$ cat src/rtl/branch_stall_controller.sv
// -----------------------------------------------------------------------------
// branch_stall_controller
//
// ID-stage sequencing for the branch-resolution path of the 5-stage pipeline.
// Holds PC and IF/ID while a branch operand cannot yet be forwarded from MEM
// or read write-first from the register file. Injects bubbles into ID/EX,
// handles classic load-use stalls for non-branches, and flushes IF/ID on a
// taken branch. Also keeps saturating counters of stall cycles and taken
// branches.
//
// Ports
//   clk, rst_n                 pipeline clock, async active-low reset
//   ID_Branch                  ID holds a conditional branch / register jump
//   ID_Ra, ID_Rb, ID_UsesRb    ID source registers, Rb valid flag
//   EX_Rw, EX_RegWr            EX destination / write enable
//   EX_MemtoReg                EX instruction is a load
//   Mem_Rw, Mem_RegWr          MEM destination / write enable
//   Mem_MemtoReg               MEM instruction is a load
//   BranchTaken                ID comparator result on forwarded operands
//   Ext_Stall                  external freeze, overrides everything
//   PC_Write, IFID_Write       PC / IF/ID load enables
//   IDEX_Bubble                load a NOP into ID/EX
//   IFID_Flush                 clear IF/ID on a taken branch
//   StallCycles                saturating count of bubble cycles
//   TakenBranches              saturating count of flush cycles
// -----------------------------------------------------------------------------
module branch_stall_controller #(
  parameter int CNT_W = 16
) (
  input  logic             clk,
  input  logic             rst_n,
  input  logic             ID_Branch,
  input  logic [4:0]       ID_Ra,
  input  logic [4:0]       ID_Rb,
  input  logic             ID_UsesRb,
  input  logic [4:0]       EX_Rw,
  input  logic [4:0]       Mem_Rw,
  input  logic             EX_RegWr,
  input  logic             Mem_RegWr,
  input  logic             EX_MemtoReg,
  input  logic             Mem_MemtoReg,
  input  logic             BranchTaken,
  input  logic             Ext_Stall,
  output logic             PC_Write,
  output logic             IFID_Write,
  output logic             IDEX_Bubble,
  output logic             IFID_Flush,
  output logic [CNT_W-1:0] StallCycles,
  output logic [CNT_W-1:0] TakenBranches
);

  typedef enum logic {
    RUN  = 1'b0,
    HOLD = 1'b1
  } state_t;

  state_t state, state_next;

  // A producer matches a source when it writes a non-zero register equal to it.
  function automatic logic reg_hit(input logic wr, input logic [4:0] rw,
                                   input logic [4:0] src);
    return wr && (rw != 5'd0) && (rw == src);
  endfunction

  logic ex_hit, mem_hit;
  logic need_two, need_stall;

  always_comb begin
    ex_hit  = reg_hit(EX_RegWr, EX_Rw, ID_Ra) ||
              (ID_UsesRb && reg_hit(EX_RegWr, EX_Rw, ID_Rb));
    mem_hit = reg_hit(Mem_RegWr, Mem_Rw, ID_Ra) ||
              (ID_UsesRb && reg_hit(Mem_RegWr, Mem_Rw, ID_Rb));

    // Depth 2 only arises from a branch waiting on an EX load. Any deeper
    // hazard on one operand dominates a shallower one on the other.
    need_two = ID_Branch && ex_hit && EX_MemtoReg;

    // A branch needs every operand in MEM as an ALU result or in the register
    // file; a MEM load result is not forwardable to the comparator yet.
    if (ID_Branch)
      need_stall = ex_hit || (mem_hit && Mem_MemtoReg);
    else
      need_stall = ex_hit && EX_MemtoReg;
  end

  // NOTE: every output of this block gets a default first, so no path leaves
  // a signal unassigned and no latch is inferred.
  always_comb begin
    PC_Write    = 1'b1;
    IFID_Write  = 1'b1;
    IDEX_Bubble = 1'b0;
    IFID_Flush  = 1'b0;
    state_next  = state;

    if (!rst_n) begin
      // Outputs sit at the free-running values while reset is held.
      state_next = RUN;
    end else if (Ext_Stall) begin
      // Full freeze: no bubble, no flush, state unchanged.
      PC_Write   = 1'b0;
      IFID_Write = 1'b0;
    end else begin
      unique case (state)
        HOLD: begin
          // Second stall cycle of an EX-load branch; hazards not re-examined.
          PC_Write    = 1'b0;
          IFID_Write  = 1'b0;
          IDEX_Bubble = 1'b1;
          state_next  = RUN;
        end
        default: begin
          if (need_stall) begin
            PC_Write    = 1'b0;
            IFID_Write  = 1'b0;
            IDEX_Bubble = 1'b1;
            state_next  = need_two ? HOLD : RUN;
          end else begin
            IFID_Flush = ID_Branch && BranchTaken;
          end
        end
      endcase
    end
  end

  // NOTE: sequential state uses non-blocking assignments so all registers
  // sample pre-edge values regardless of statement order.
  always_ff @(posedge clk or negedge rst_n) begin
    if (!rst_n) state <= RUN;
    else        state <= state_next;
  end

  // Bubble and flush are already forced low during Ext_Stall, so the counters
  // hold then without a separate qualifier.
  always_ff @(posedge clk or negedge rst_n) begin
    if (!rst_n) begin
      StallCycles   <= '0;
      TakenBranches <= '0;
    end else begin
      if (IDEX_Bubble && (StallCycles != '1))
        StallCycles <= StallCycles + 1'b1;
      if (IFID_Flush && (TakenBranches != '1))
        TakenBranches <= TakenBranches + 1'b1;
    end
  end

endmodule

$ cat config.mk
export PLATFORM = sky130hd
export DESIGN_NAME = branch_stall_controller
export DESIGN_NICKNAME = d
export VERILOG_FILES = /design/src/rtl/branch_stall_controller.sv
export SDC_FILE = /design/constraint.sdc
export NUM_CORES = 1
export LEC_CHECK = 0
export CELL_PAD_IN_SITES_DETAIL_PLACEMENT = 1
export CELL_PAD_IN_SITES_GLOBAL_PLACEMENT = 2
export CORE_UTILIZATION = 27
export CTS_CLUSTER_DIAMETER = 100
export CTS_CLUSTER_SIZE = 8
export DETAILED_ROUTE_END_ITERATION = 8
export GPL_ROUTABILITY_DRIVEN = 1
export PLACE_DENSITY_LB_ADDON = 0.1
export SYNTH_ARGS = -nofsm -noshare
export SYNTH_HDL_FRONTEND = slang
export SYNTH_SLANG_ARGS = --single-unit
$ cat constraint.sdc
create_clock -name clk -period 3.1 [get_ports clk]
set_input_delay 0.62 -clock clk [delete_from_list [all_inputs] [get_ports clk]]
set_output_delay 0.62 -clock clk [all_outputs]
set_load 0.01 [all_outputs]
==> results.json, run 1 <==
{
  "required_ps": 2480,
  "setup_ws_ps": 113,
  "power_density_nw_per_um2": 396,
  "hold_class": "reg2reg",
  "crit_top_cell": "buf_4",
  "synth-async-reset-ratio_pct": 100,
  "placed_cells_incl_taps": 355,
  "die_h_um": 85.5,
  "yosysUniqueCellTypes": 36,
  "timing_hold_violations_final": 0,
  "numCtsBuffers": 5,
  "setup-tns-final_ps": 0,
  "r2r_cells": 8,
  "min_path_cells": 1,
  "drc": 0,
  "grt_first_pass_wirelength_um": 8810,
  "final-setup-viol-count": 0,
  "worstMarginPinSlew_ps": 456,
  "start_util_pct": 27.9,
  "routed_wl_um": 5140,
  "worstSetupStartpointType": "input port",
  "cp-end-kind": "output port",
  "period_minus_slack_ps": 2990,
  "cts_buffer_depth": 2,
  "hold_path_end": "TakenBranches[8]",
  "io_buffers": 65,
  "slowest_stage": "nor4_2",
  "syn_avg_cell_area_um2": 10.3,
  "cts_tree": "yes",
  "drt-met1-wl_um": 2450,
  "synth_fp_nets": 214,
  "total_power_w": 0.00120,
  "hold_buffers": 0,
  "rrSetupSlack_ps": 890,
  "wl_per_cell_um": 14.0,
  "timing.slew.headroom_pct": 69.6,
  "rsz0062_at_grt": "false",
  "met2WireLength_um": 2490,
  "dr.first_iter.drc_count": 59,
  "ys.flop_type": "dfrtp_1",
  "netlist_area_um2": 1880,
  "p_sw_w": 0.000322,
  "first_global_vias": 1822,
  "pre_cts_ws_ps": -583,
  "p_leak_nw": 1.37,
  "r2r_start": "TakenBranches[5]",
  "n_antenna_cell": 0,
  "place.gp.congestion": 0.791,
  "power.internal_w": 0.000877,
  "dieArea_um2": 7310,
  "fmax_mhz": 335,
  "firstDrtPassIters": 4,
  "highest_layer": "met4",
  "worstReg2RegEnd": "TakenBranches[13]",
  "vdd.ir_drop.worst_v": 0.000174,
  "outcome": "complete, no violations",
  "ios": 66,
  "crit_arrival_ps": 2370,
  "min_from": "TakenBranches[8]",
  "synthCells": 182,
  "clockPowerShare_pct": 36.2,
  "routed-wl-met3_um": 168,
  "worst-path-max-fanout": 4,
  "std_cell_rows": 30,
  "maxCapViolations": 0,
  "die-width_um": 85.5,
  "worstSkewPairLatency_ps": 280,
  "pwr-share-seq_pct": 42.4,
  "worstSetupPathType": "in2out",
  "avgViaCountPerCell": 4.74,
  "final_layout_size_suffix_gt1_share_pct": 23.6,
  "clock_skew_ps": 5.43,
  "vias": 1743,
  "cts.sinks": 33,
  "finish.utilization_pct": 44.8,
  "synth-seq-cells": 33,
  "grt-ovfl-total": 0,
  "core_area_um2": 6760,
  "fin_cells": 368,
  "areaGrowthSynthToFinish_pct": 60.7,
  "antenna_left": 0,
  "grt_usage_pct": 15.2,
  "max_stage_delay_ps": 350,
  "clk_pin_slew_ps": 70,
  "clockRootBuffer": "clkbuf_8",
  "crit_chain": "dlygate4sd2_1 -> xor2_1 -> nor4_2 -> a32oi_2 -> o32ai_2 -> buf_4 -> o31ai_4 -> buf_4 -> buf_2",
  "synth-edff-count": 0,
  "grt_max_degree": 35,
  "num-nets-final": 319,
  "seq_area_frac_synth_pct": 43.9,
  "antenna_found_initial": 0,
  "h-tree-depth": 2,
  "slew_violations": 0,
  "swShare_pct": 26.9,
  "dp_hpwl_um": 3940,
  "fin_crit_sh_pct": 96.4,
  "pwr-share-comb_pct": 21.5,
  "yosysWarnings": 0
}
stage by stage:
step           hold slack (ps)  instance area (um2)
6_report                   485                 3030
3_3_place_gp               473                 2840
2_1_floorplan              324                 1880
5_1_grt                    512                 3030
4_1_cts                    492                 3040
3_5_place_dp               482                 2840
power groups by stage:
stage	clock (W)	combinational, W	sequential, W
after global routing	0.000465	0.000284	0.000516
after CTS	0.000443	0.000262	0.000510
after global placement	0	0.000253	0.000518
final	0.000434	0.000257	0.000508
after floorplan	0	0.0000727	0.000525
after detailed placement	0	0.000256	0.000518
cells by family after synthesis:
| logic type | after synthesis | share of synthesized area (%) |
|---|---|---|
| adders and majority gates | 2 | 1.33 |
| muxes | 1 | 0.598 |
| xor gates and xnor gates | 50 | 23.3 |
| DFF | 33 | 43.9 |
| and+or+nand+nor | 81 | 24.7 |
| AOI/OAI and AO/OA | 10 | 4.65 |
| buffers and inverters | 5 | 1.66 |
cell type report:
class                      count  area, um2
multi-input combinational    144       1090
inverter                       2       7.51
fill                         768       3730
clock buffer                   6       82.6
clock inverter                 2       37.5
timing repair buffer         101        878
tap                           80        100
sequential                    33        826
sequential cells by signal, summed over array words and instances, names as in the netlist:
name           cells
TakenBranches     16
StallCycles       16
state              1
worst max path at each step:
stage / cells after the start / slack, ps / endpoint / startpoint
after floorplan: 5 / 380 / PC_Write / Mem_Rw[1]
after global placement: 8 / -550 / IDEX_Bubble / EX_Rw[2]
after detailed placement: 8 / -580 / IDEX_Bubble / EX_Rw[2]
after CTS: 9 / 5 / PC_Write / EX_Rw[1]
after global routing: 9 / 10 / PC_Write / ID_Rb[2]
final: 9 / 110 / PC_Write / ID_Rb[2]
synthesized netlist by cell type (2+ instances only):
| cell type | n | area (um2) |
|---|---|---|
| a21oi_1 | 2 | 10.0 |
| a32oi_1 | 2 | 17.5 |
| and3_1 | 5 | 31.3 |
| dfrtp_1 | 33 | 826 |
| ha_1 | 2 | 25.0 |
| inv_1 | 2 | 7.51 |
| nand2_1 | 13 | 48.8 |
| nand3_1 | 12 | 60.1 |
| nand4_1 | 10 | 62.6 |
| nor2_1 | 13 | 48.8 |
| nor3_1 | 10 | 50.1 |
| nor4_1 | 3 | 18.8 |
| nor4_2 | 3 | 37.5 |
| or4_1 | 2 | 15.0 |
| xnor2_1 | 18 | 158 |
| xor2_1 | 32 | 280 |
repair_timing:
action	4_1_cts	5_1_grt
pin swaps	11	5
setup buffers	5	0
gates resized for setup	35	10
endpoints found under the setup margin	4	4
cell usage in the layout, fill, tap and decap left out, types with 2 or more instances in the layout:
master	instances
clkbuf_8	6
clkbuf_2	2
nor3_1	9
nor3_2	2
nand3_1	12
or4_4	2
dlymetal6s2s_1	2
dlygate4sd2_1	14
nand2_1	13
buf_4	36
clkdlybuf4s50_1	43
a21oi_1	2
ha_1	2
and3_1	5
buf_2	4
nand4_1	10
inv_1	2
nor2_1	13
nor4_2	5
dfrtp_1	33
xnor2_1	18
xor2_1	32
per-layer routing:
metal	up-vias	GRT usage, %
li1	848	-
met1	850	20.5
met2	40	25.2
met3	5	3.08
met4	0	3.64
met5	-	0
worst max-delay path: cells and delay by family:
kind / cells / cell delay (ps)
simple gates: 1 / 350
compound gates: 3 / 530
buf+inv: 4 / 720
xor+xnor: 1 / 150
Note: power is estimated with default switching activity, not from simulation.
==> inputs of run 2 (changes only) <==
- CTS_CLUSTER_SIZE: 8 -> default
- GPL_TIMING_DRIVEN: default -> 0
- clock period: 3.1 -> 3.4 ns (I/O delays scaled with it)
==> run 2 against run 1 <==
Die area did not move. Critical endpoint is now IFID_Flush. First-iteration DRC count fell by 39%. Via count fell by 7.1%. Global-route usage fell by 1.6 points. Count of clock-buffer cells in the layout rose by 1. Combinational power fell by 18%. Register-to-register slack improved by 170 ps. Final cell count fell by 6.8%. Utilization fell by 2.9 points. Cell area fell by 6.5%. Largest power group unchanged.
==> results.json, run 2 (synthesis results as in run 1) <==
{
  "numCtsBuffers": 5,
  "finish.utilization_pct": 41.9,
  "cts_tree": "yes",
  "hold_buffers": 0,
  "grt_first_pass_wirelength_um": 7810,
  "first_global_vias": 1675,
  "cts.sinks": 33,
  "power.internal_w": 0.000784,
  "cp-end-kind": "output port",
  "core_area_um2": 6760,
  "n_antenna_cell": 0,
  "pwr-share-comb_pct": 19.8,
  "setup-tns-final_ps": 0,
  "outcome": "complete, no violations",
  "worstSetupPathType": "in2out",
  "clockPowerShare_pct": 36.7,
  "crit_chain": "dlygate4sd2_1 -> or4_1 -> o2111ai_2 -> o32ai_4 -> buf_4 -> or2_1 -> buf_6 -> inv_1 -> clkbuf_2",
  "rsz0062_at_grt": "false",
  "grt_max_degree": 38,
  "clk_pin_slew_ps": 70,
  "io_buffers": 65,
  "top_regs": "StallCycles: 16 flops, TakenBranches: 16 flops, state: 1 flops",
  "fin_crit_sh_pct": 94.6,
  "dpl-instance-area_um2": 2630,
  "slowest_stage": "or4_1",
  "min_path_cells": 1,
  "power_density_nw_per_um2": 376,
  "avgViaCountPerCell": 4.72,
  "vdd.ir_drop.worst_v": 0.000140,
  "maxCapViolations": 0,
  "grt-ovfl-total": 0,
  "die_h_um": 85.5,
  "areaGrowthSynthToFinish_pct": 50.3,
  "timing.slew.headroom_pct": 41.8,
  "worstSkewPairLatency_ps": 290,
  "whs_ps": 495,
  "postLayoutCellArea_um2": 2830,
  "die-width_um": 85.5,
  "antenna_found_initial": 0,
  "num-nets-final": 294,
  "start_util_pct": 27.9,
  "dieArea_um2": 7310,
  "swShare_pct": 26.3,
  "p_leak_nw": 1.23,
  "fmax_mhz": 311,
  "layout_commonest_cell": "clkdlybuf4s50_1",
  "vias": 1620,
  "clockRootBuffer": "clkbuf_8",
  "firstDrtPassIters": 4,
  "period_minus_slack_ps": 3220,
  "pwr-share-seq_pct": 43.5,
  "cts_buffer_depth": 2,
  "crit_arrival_ps": 2540,
  "routed_wl_um": 4750,
  "ios": 66,
  "p_sw_w": 0.000279,
  "place.gp.congestion": 0.788,
  "hold_class": "reg2reg",
  "drc": 0,
  "worstSetupStartpointType": "input port",
  "max_stage_delay_ps": 540,
  "grt_usage_pct": 13.6,
  "wl_per_cell_um": 13.8,
  "dr.first_iter.drc_count": 36,
  "final-setup-viol-count": 0,
  "std_cell_rows": 30,
  "worstMarginPinSlew_ps": 873,
  "dp_hpwl_um": 3600,
  "final_cell_mix": "clkdlybuf4s50_1, dfrtp_1, xor2_1",
  "timing_hold_violations_final": 0,
  "worst-path-max-fanout": 7,
  "r2r_cells": 5,
  "clock_skew_ps": 10.3,
  "final_layout_size_suffix_gt1_share_pct": 13.3,
  "slew_violations": 0,
  "antenna_left": 0,
  "h-tree-depth": 2,
  "required_ps": 2720
}
## run 2: worst paths after layout
kind,slack (ps),startpoint,end
max,180,Mem_Rw[1],IFID_Flush
max in group asynchronous,2340,rst_n,state
min in group asynchronous,510,rst_n,StallCycles[15]
min,490,StallCycles[9],StallCycles[9]
max reg2reg,1060,TakenBranches[5],TakenBranches[1]
min reg2reg,490,StallCycles[9],StallCycles[9]
## run 2: worst max-delay path, delay by kind of cell
family,cells,cell delay [ps]
AO/OA/AOI/OAI,2,380
buffers and inverters,5,730
AND/OR/NAND/NOR,2,760
## run 2: area by class of cell
| cell class | count | area, um2 |
|---|---|---|
| inverters | 2 | 7.51 |
| plain buffers | 2 | 16.3 |
| multi-input cells | 144 | 1070 |
| repair buffers | 74 | 691 |
| well taps | 80 | 100 |
| flip-flops and latches | 33 | 826 |
| clock inverters | 1 | 30.0 |
| fillers | 766 | 3930 |
| clock buffers | 7 | 86.3 |
## run 2: what timing repair did
action	in CTS	in global routing
setup endpoints to repair	4	2
resized for setup	25	3
pin swaps	9	8
gates cloned	0	0
buffers inserted	6	3
## run 2: routing by layer
layer / wire, um / global-route usage [%] / part of all wire, % / vias to the layer above
met1: 2190 / 17.3 / 46 / 772
met3: 219 / 3.27 / 4.6 / 5
met2: 2280 / 22.9 / 48 / 44
met4: 53 / 4.09 / 1.1 / 0
li1: - / - / - / 799
met5: 0 / 0 / 0 / -
## run 2: metrics by stage
step                instances  power [W]  setup slack (ps)
finish                    343    0.00106               184
global route              343    0.00112              49.3
CTS                       341    0.00108              14.3
detailed placement        327   0.000683              -596
global placement          327   0.000682             -1040
floorplan                 182   0.000545               562
## run 2: power groups by stage
stage,combinational [W],clock [W],sequential (W)
floorplan,0.0000663,0,0.000478
global placement,0.000210,0,0.000472
detailed placement,0.000212,0,0.000471
CTS,0.000214,0.000405,0.000464
global route,0.000234,0.000420,0.000468
finish,0.000211,0.000390,0.000463
==> inputs of run 3 (changes only) <==
- ABC_AREA: default -> 1
- CORE_UTILIZATION: 27 -> 26
- PLACE_DENSITY_LB_ADDON: 0.1 -> 0.12
- clock period: 3.4 -> 3.2 ns (I/O delays scaled with it)
==> run 3 against run 2 <==
Synthesized area grew 37%. Via count grew 65%. Register-to-register slack improved by 30 ps. Utilization down 4.6 points. Routed wire length rose by 71%. Largest cell class unchanged.
==> results.json, run 3 <==
{
  "outcome": "complete, no violations",
  "avgViaCountPerCell": 4.60,
  "finish.utilization_pct": 37.3,
  "hold_buffers": 0,
  "fin_crit_sh_pct": 93.9,
  "fmax_mhz": 333,
  "cts_buffer_depth": 2,
  "io_buffers": 65,
  "yosysWarnings": 0,
  "grt_first_pass_wirelength_um": 13700,
  "start_util_pct": 27.3,
  "max_stage_delay_ps": 510,
  "slowest_stage": "clkdlybuf4s50_1",
  "areaGrowthSynthToFinish_pct": 36.4,
  "routed_wl_um": 8120,
  "die-width_um": 102,
  "crit_arrival_ps": 2370,
  "wl_per_cell_um": 14.0,
  "p_leak_nw": 1.72,
  "rsz0062_at_grt": "false",
  "multi_input_area_um2": 1530,
  "maxCapViolations": 0,
  "clk_pin_slew_ps": 80,
  "cts_tree": "yes",
  "final-setup-viol-count": 0,
  "clockRootBuffer": "clkbuf_8",
  "num-nets-final": 483,
  "seq_area_frac_synth_pct": 32.1,
  "synth-simple-area-share_pct": 46.5,
  "synth-edff-count": 0,
  "synth_fp_nets": 410,
  "slew_violations": 0,
  "yosysMostFrequentCell": "nand2_1",
  "required_ps": 2560,
  "worstSetupPathType": "in2out",
  "firstDrtPassIters": 4,
  "synthMuxAreaShare_pct": 0,
  "dp_hpwl_um": 6400,
  "synth_top_family_by_area": "simple AND/OR/NAND/NOR gates",
  "cts.sinks": 33,
  "synth-seq-cells": 33,
  "period_minus_slack_ps": 3010,
  "power_density_nw_per_um2": 305,
  "antenna_left": 0,
  "worstSkewPairLatency_ps": 280,
  "ys.flop_type": "dfrtp_1",
  "yosysTopAreaCellShare_pct": 32.1,
  "vias": 2671,
  "syn_avg_cell_area_um2": 6.81,
  "timing_hold_violations_final": 0,
  "dieArea_um2": 10300,
  "numCtsBuffers": 5,
  "ios": 66,
  "final_cell_mix": "nand2_1, clkdlybuf4s50_1, nand4_1",
  "core_area_um2": 9420,
  "layout_commonest_cell": "nand2_1",
  "cp-end-kind": "output port",
  "timing.slew.headroom_pct": 41.1,
  "yosys-top-cells-count": "nand2_1, nand4_1, inv_1",
  "vdd.ir_drop.worst_v": 0.000177,
  "final-seq-area_um2": 826,
  "setup_ws_ps": 194,
  "final_layout_size_suffix_gt1_share_pct": 11.1,
  "fill_cells": 1196,
  "worstSetupStartpointType": "input port",
  "die_h_um": 102,
  "synth_xor_area_share_pct": 9.52,
  "place.gp.congestion": 0.769,
  "drc": 0,
  "crit_chain": "clkdlybuf4s50_1 -> inv_2 -> nand2_1 -> nand2_1 -> nor2_2 -> nand3_1 -> nand2_2 -> nand3_2 -> nand3_2 -> buf_6 -> o21ai_1 -> dlygate4sd2_1",
  "n_antenna_cell": 0,
  "worst-path-max-fanout": 4,
  "worstMarginPinSlew_ps": 883,
  "synth_area_leader_cell": "dfrtp_1",
  "synth-async-reset-ratio_pct": 100,
  "antenna_found_initial": 0,
  "top_regs": "StallCycles: 16 flops, TakenBranches: 16 flops, state: 1 flops",
  "grt_max_degree": 37,
  "netlist_area_um2": 2570,
  "synthAdderAreaFrac_pct": 0.972,
  "dr.first_iter.drc_count": 62,
  "h-tree-depth": 2,
  "critPathLaunch": "EX_Rw[1]",
  "synth_compound_area_share_pct": 1.07,
  "grt_usage_pct": 16.8,
  "std_cell_rows": 35,
  "r2r_start": "StallCycles[0]",
  "grt-ovfl-total": 0,
  "synthCells": 378,
  "first_global_vias": 2745,
  "setup-tns-final_ps": 0,
  "synth_area_leaders": "dfrtp_1, nand2_1, nand4_1",
  "pre_cts_ws_ps": -530,
  "clock_skew_ps": 6.93,
  "yosysUniqueCellTypes": 31,
  "hold_class": "in2async"
}
run 3: cell count changes in the layout (fill, tap and decap cells not counted), moves of 8 or more:
cell	before	now
xnor2_1	18	10
nor2_2	0	8
nand3_1	12	21
xor2_1	32	18
dlygate4sd2_1	17	7
inv_1	2	36
inv_2	0	9
nor2_1	13	21
clkdlybuf4s50_1	46	55
nand4_1	10	37
nand2_1	13	140
run 3: final timing paths:
kind,endpoint,slack (ps),depth (start not counted)
max reg2reg,StallCycles[9],1090,9
min reg2reg,StallCycles[13],520,2
min,StallCycles[13],470,1
min in group clk,StallCycles[13],520,2
max,PC_Write,190,12
max in group asynchronous,StallCycles[5],2160,1
run 3: layout make-up:
class	count	area share (%)
Multi-Input combinational cell	288	43.4
Sequential cell	33	23.5
Timing Repair Buffer	68	18.5
Inverter	45	4.81
Tap cell	129	4.60
Clock buffer	7	2.74
Buffer	10	2.28
Clock inverter	1	0.143
run 3: what timing repair did:
action	CTS	global route
setup endpoints to repair	4	4
pin swaps	1	0
gates resized for setup	23	5
buffers inserted	1	2
run 3: routing by layer:
| layer | share of wire (%) | GRT usage (%) |
|---|---|---|
| met5 | 0 | 0 |
| met4 | 0.78 | 3.46 |
| met3 | 1.8 | 2.35 |
| met2 | 51 | 29.2 |
| met1 | 47 | 22.2 |
run 3: cells by family (layout without fill, tap and decap cells):
logic type	Yosys count	count (layout)
buffers and inverters	57	131
xor gates and xnor gates	28	28
adders and majority gates	2	2
DFF	33	33
and+or+nand+nor	253	253
AOI/OAI and AO/OA	5	5
run 3: report_power, final:
part | switching (W) | total (W) | internal, W
clock network | 0.000168 | 0.000362 | 0.000195
registers | 0.0000349 | 0.000474 | 0.000439
logic | 0.000120 | 0.000235 | 0.000116
run 3: critical path: cells and delay by family:
kind                   cells  cell delay (ps)
and+or+nand+nor            7              610
AOI/OAI and AO/OA          1               80
buffers and inverters      4             1030
run 3: per-stage QoR:
stage	hold slack (ps)	total power [W]	instances	instance area [um2]
6_report	467	0.00107	581	3510
5_1_grt	535	0.00114	581	3510
4_1_cts	502	0.00109	581	3510
3_5_place_dp	503	0.000721	572	3380
3_3_place_gp	490	0.000717	572	3390
2_1_floorplan	344	0.000582	378	2570
